--- src/rtl/rom_upload_ctrl.sv ---
// Upload read-back path: serves data_io byte reads from the SDRAM image through
// port1 (toggle req/ack) and keeps the last fetched word as a one-entry cache.
module rom_upload_ctrl #(
  parameter int                ADDR_W  = 25,
  parameter logic [ADDR_W-1:0] BASE    = 25'h0,
  parameter logic [ADDR_W-1:0] LEN     = 25'h10000,
  parameter logic [7:0]        TIMEOUT = 8'd255
) (
  input  logic              clk_sys,
  input  logic              RESETn,
  input  logic              ioctl_upload,
  input  logic              ioctl_rd,
  input  logic [ADDR_W-1:0] ioctl_addr,
  output logic [7:0]        ioctl_din,
  output logic              port1_req,
  input  logic              port1_ack,
  output logic [22:0]       port1_a,
  output logic [1:0]        port1_ds,
  output logic              port1_we,
  input  logic [15:0]       port1_q,
  output logic              busy,
  output logic              err
);

  typedef enum logic [1:0] {S_SYNC, S_IDLE, S_WAIT} state_t;

  state_t            state, state_nxt;
  logic              rd_d, upload_d;
  logic              rd_edge, upload_rise, upload_fall;
  logic [ADDR_W-1:0] new_off;

  logic [7:0]        din_nxt;
  logic              req_nxt, busy_nxt, err_nxt, err_set;
  logic [22:0]       a_nxt;

  logic              cache_valid, valid_nxt;
  logic [ADDR_W-2:0] cache_tag, tag_nxt;
  logic [15:0]       cache_word, word_nxt;

  logic              pend_valid, pend_valid_nxt, consumed;
  logic [ADDR_W-1:0] pend_off, pend_off_nxt;
  logic              pend_in_win, pend_hit;

  logic [ADDR_W-1:0] cur_off, cur_off_nxt;
  logic [7:0]        tmo_cnt, tmo_nxt;
  logic              discard, discard_nxt, drop_data;

  assign port1_ds = 2'b11;
  assign port1_we = 1'b0;

  assign rd_edge     = ioctl_rd & ~rd_d & ioctl_upload & (state != S_SYNC);
  assign upload_rise = ioctl_upload & ~upload_d;
  assign upload_fall = ~ioctl_upload & upload_d;
  assign new_off     = ioctl_addr - BASE;
  assign pend_in_win = pend_off < LEN;
  assign pend_hit    = cache_valid && (cache_tag == pend_off[ADDR_W-1:1]);
  assign drop_data   = discard | upload_fall;

  // Every request, including one arriving while idle, passes through the
  // pending slot; IDLE serves it on the following cycle.
  always_comb begin
    state_nxt      = state;
    din_nxt        = ioctl_din;
    req_nxt        = port1_req;
    a_nxt          = port1_a;
    busy_nxt       = busy;
    valid_nxt      = cache_valid;
    tag_nxt        = cache_tag;
    word_nxt       = cache_word;
    pend_valid_nxt = pend_valid;
    pend_off_nxt   = pend_off;
    cur_off_nxt    = cur_off;
    tmo_nxt        = tmo_cnt;
    discard_nxt    = discard;
    err_set        = 1'b0;
    consumed       = 1'b0;

    case (state)
      S_SYNC: begin
        req_nxt   = port1_ack;
        state_nxt = S_IDLE;
      end
      S_IDLE: begin
        if (pend_valid && ioctl_upload) begin
          consumed = 1'b1;
          if (!pend_in_win) begin
            din_nxt = 8'hFF;
          end else if (pend_hit) begin
            din_nxt = pend_off[0] ? cache_word[15:8] : cache_word[7:0];
          end else begin
            a_nxt       = pend_off[23:1];
            req_nxt     = ~port1_req;
            busy_nxt    = 1'b1;
            cur_off_nxt = pend_off;
            tmo_nxt     = '0;
            discard_nxt = 1'b0;
            state_nxt   = S_WAIT;
          end
        end
      end
      S_WAIT: begin
        if (port1_ack == port1_req) begin
          busy_nxt  = 1'b0;
          state_nxt = S_IDLE;
          if (!drop_data) begin
            word_nxt  = port1_q;
            tag_nxt   = cur_off[ADDR_W-1:1];
            valid_nxt = 1'b1;
            din_nxt   = cur_off[0] ? port1_q[15:8] : port1_q[7:0];
          end
        end else if (tmo_cnt == TIMEOUT) begin
          err_set   = 1'b1;
          valid_nxt = 1'b0;
          req_nxt   = port1_ack;
          busy_nxt  = 1'b0;
          state_nxt = S_IDLE;
          if (!drop_data) din_nxt = 8'hFF;
        end else begin
          tmo_nxt = tmo_cnt + 8'd1;
        end
      end
      default: state_nxt = S_SYNC;
    endcase

    if (consumed) pend_valid_nxt = 1'b0;
    if (rd_edge) begin
      if (pend_valid && !consumed) err_set = 1'b1;
      pend_valid_nxt = 1'b1;
      pend_off_nxt   = new_off;
    end

    // Ending an upload forgets everything; an in-flight fetch still completes
    // on the bus but its data must not reach the cache or data_io.
    if (upload_fall) begin
      valid_nxt      = 1'b0;
      pend_valid_nxt = 1'b0;
      if (state == S_WAIT) discard_nxt = 1'b1;
    end

    err_nxt = err_set | (err & ~upload_rise);
  end

  always_ff @(posedge clk_sys or negedge RESETn) begin
    if (!RESETn) begin
      state       <= S_SYNC;
      rd_d        <= 1'b0;
      upload_d    <= 1'b0;
      ioctl_din   <= 8'hFF;
      port1_req   <= 1'b0;
      port1_a     <= '0;
      busy        <= 1'b0;
      err         <= 1'b0;
      cache_valid <= 1'b0;
      cache_tag   <= '0;
      cache_word  <= '0;
      pend_valid  <= 1'b0;
      pend_off    <= '0;
      cur_off     <= '0;
      tmo_cnt     <= '0;
      discard     <= 1'b0;
    end else begin
      state       <= state_nxt;
      rd_d        <= ioctl_rd;
      upload_d    <= ioctl_upload;
      ioctl_din   <= din_nxt;
      port1_req   <= req_nxt;
      port1_a     <= a_nxt;
      busy        <= busy_nxt;
      err         <= err_nxt;
      cache_valid <= valid_nxt;
      cache_tag   <= tag_nxt;
      cache_word  <= word_nxt;
      pend_valid  <= pend_valid_nxt;
      pend_off    <= pend_off_nxt;
      cur_off     <= cur_off_nxt;
      tmo_cnt     <= tmo_nxt;
      discard     <= discard_nxt;
    end
  end

endmodule
--- config.mk ---
export PLATFORM = sky130hd
export DESIGN_NAME = rom_upload_ctrl
export DESIGN_NICKNAME = d
export VERILOG_FILES = /design/src/rtl/rom_upload_ctrl.sv
export SDC_FILE = /design/constraint.sdc
export NUM_CORES = 1
export LEC_CHECK = 0
export ABC_AREA = 1
export CORE_MARGIN = 1.5
export CORE_UTILIZATION = 50
export CTS_CLUSTER_SIZE = 30
export DETAILED_ROUTE_END_ITERATION = 10
export GPL_TIMING_DRIVEN = 0
export PLACE_DENSITY_LB_ADDON = 0.12
export SYNTH_ARGS = -nofsm -noshare
export SYNTH_HDL_FRONTEND = slang
export SYNTH_SLANG_ARGS = --single-unit
--- constraint.sdc ---
create_clock -name clk_sys -period 2.8 [get_ports clk_sys]
set_clock_uncertainty 0.15 [all_clocks]
set_input_delay 0.84 -clock clk_sys [delete_from_list [all_inputs] [get_ports clk_sys]]
set_output_delay 0.84 -clock clk_sys [all_outputs]
set_load 0.05 [all_outputs]
==> flow_metrics.py <==
metrics = {
    "floorplan": {
        "coreArea_um2": 10900,
        "ios": 83,
        "die_x_um": 109,
        "dieArea_um2": 11900,
        "initial_utilization": 0.516,
        "die_h_um": 109,
        "row_count": 38,
    },
    "grt": {
        "grt.busiest_layer": "met2",
        "grt_use_met3": 0.0478,
        "overflow": 0,
        "use_met1": 0.330,
        "grt_usage": 0.244,
        "grt_pass1_vias": 4489,
        "use_met2": 0.386,
        "grt_max_degree": 86,
        "grt_first_pass_wirelength_um": 21900,
        "antenna_found_initial": 0,
    },
    "critical_path": {
        "worstReg2RegStart": "cache_tag[15]",
        "critPathLaunch": "err",
        "critPathLaunchType": "register",
        "path_max_fanout": 2,
        "cp_data_arrival_time_ps": 1710,
        "critPathRequiredTime_ps": 1810,
        "path_cells": "clkdlybuf4s50_1",
        "critPathCaptureType": "primary output",
        "cp.buffers_inverters": 1,
        "slowest_stage": "clkdlybuf4s50_1",
        "max_stage_delay_ps": 820,
        "cp_top_family": "buffers and inverters",
        "critPathKind": "reg2out",
    },
    "yosys": {
        "synth_warnings": 0,
        "synth.area.top_cells": "dfrtp_1 (48%), nand2_1 (13%), mux2_4 (4.5%)",
        "syn_inst": 632,
        "synth_cell_types": 41,
        "synthesis.area_per_instance_um2": 8.89,
        "yosysSeqAreaShare": 0.519,
        "synth_top_cell_area_share": 0.481,
        "postSynth.asyncResetShare": 1.00,
        "synth_seq_cells": 116,
        "yosysTopAreaCell": "dfrtp_1",
        "synth_area_um2": 5620,
        "synthFlopType": "dfrtp_1",
        "synth_edf_count": 0,
    },
    "detailed_routing": {
        "wl_um": 13200,
        "vias_per_cell": 5.10,
        "drtPass1Iterations": 4,
        "drt_iter0_drc": 225,
        "vias": 4508,
        "drt_drc_violations_left": 0,
        "routedWlPerCell_um": 14.9,
        "drtAntennaViolNets": 0,
    },
    "pwr": {
        "leakage_nw": 3.94,
        "ir_drop_v": 0.000401,
        "power.density_nw_per_um2": 686,
    },
    "job": {
        "drv_cap": 0,
    },
    "sta": {
        "rsz0062_at_grt": "no",
        "setup_viol": 0,
        "slew-limit-headroom": 0.627,
        "layout_min_cycle_time_ps": 2700,
        "max_freq_mhz": 370,
        "tns_ps": 0,
        "fin_crit_sh": 0.964,
        "hold-worst-slack_ps": 48.3,
        "maxSlewViolCount": 0,
        "worst_pin_slew_ps": 560,
        "hold_violations": 0,
    },
    "placement": {
        "gp_congestion": 0.822,
        "hpwl_um": 8950,
        "io_buffers": 79,
    },
    "finish": {
        "n_fill_cell": 891,
        "ff_latch_area_um2": 2910,
        "finalNetCount": 779,
        "final_common_cell": "nand2_1",
        "multi_input_area_um2": 2150,
        "num_antenna_cells": 0,
        "drive_gt1_frac": 0.175,
        "final_cell_mix": "nand2_1 (195), dfrtp_1 (108), inv_1 (47)",
        "syn_to_final_growth_pct": 28.1,
    },
    "cts": {
        "cts_tree": "done",
        "htreeDepth": 4,
        "postCtsHoldBufs": 0,
        "clock_path_buffers": 2,
        "clk_latency_ps": 520,
        "clk_pin_slew_ps": 60,
        "cts_root_buf": "clkbuf_8",
        "clock_sinks": 116,
        "numCtsBuffers": 17,
    },
    "hold_path": {
        "holdCritPathClass": "in2async",
    },
    "status": {
        "status": "finished clean",
    },
}
[cell families (layout without fill, tap and decap cells)]
logic type / count (synthesis) / in the layout / share of synthesized area
multiplexers: 27 / 27 / 0.0637
XOR/XNOR: 10 / 10 / 0.0169
flip-flops: 116 / 116 / 0.519
other: 2 / 3 / 0.00134
adder cells (fa/ha/maj): 1 / 1 / 0.00223
AO/OA/AOI/OAI: 81 / 81 / 0.0800
AND/OR/NAND/NOR: 284 / 284 / 0.217
buffers and inverters: 111 / 222 / 0.100
[layout make-up]
cell class | count | area share
inverter | 66 | 0.0358
clock inverter | 10 | 0.0181
buffer | 45 | 0.0423
timing repair buffer | 80 | 0.113
tap | 140 | 0.0243
clock buffer | 21 | 0.0638
sequential | 116 | 0.405
multi-input combinational | 406 | 0.298
[where the power goes]
group | internal (mW) | switching (mW)
Sequential | 1.84 | 0.100
Clock | 1.41 | 0.736
Combinational | 0.291 | 0.559
[layer usage]
layer / vias up / routed length, µm
met5: - / 0
met4: 0 / 175
met1: 2196 / 6210
met2: 111 / 6250
met3: 15 / 574
li1: 2186 / -
[final timing paths]
kind	cells after the start	slack, ps	to
max reg2reg	11	710	port1_a[12]
max	1	100	err
max in group asynchronous	2	1720	ioctl_din[3]
min in group clk_sys	2	310	ioctl_din[1]
min reg2reg	2	310	ioctl_din[1]
min	1	50	cache_tag[10]
[metrics by stage]
| step | std cells | setup WS (ps) | total power [mW] | utilization | instance area, µm² |
|---|---|---|---|---|---|
| finish | 884 | 99.8 | 4.94 | 0.661 | 7190 |
| global route | 884 | 51.1 | 5.13 | 0.661 | 7190 |
| CTS | 884 | 2.28 | 4.97 | 0.659 | 7170 |
| detailed placement | 853 | -74.4 | 2.86 | 0.608 | 6620 |
| global placement | 852 | -3690 | 2.84 | 0.605 | 6590 |
| floorplan | 633 | 772 | 2.53 | - | 5620 |
[repair_timing]
| action | CTS | global route |
|---|---|---|
| setup buffers | 0 | 0 |
| gates resized for setup | 24 | 8 |
| endpoints found under the setup margin | 24 | 8 |
[sequential cells by signal (all words and copies together) (netlist names)]
name / cells
cur_off: 3
tmo_cnt: 8
port1_req: 1
upload_d: 1
pend_off: 25
cache_word: 16
err: 1
cache_valid: 1
busy: 1
discard: 1
pend_valid: 1
state: 2
port1_a: 22
rd_d: 1
ioctl_din: 8
cache_tag: 24
[cell usage after synthesis (9+ instances only)]
master,n
nand2_1,195
dfrtp_1,108
inv_1,47
nor2_1,40
o21ai_0,39
buf_4,29
nand3_1,25
mux2_4,17
inv_2,16
a21oi_1,15
o21ai_1,13
clkbuf_1,9
(Power assumes the default switching activity.)
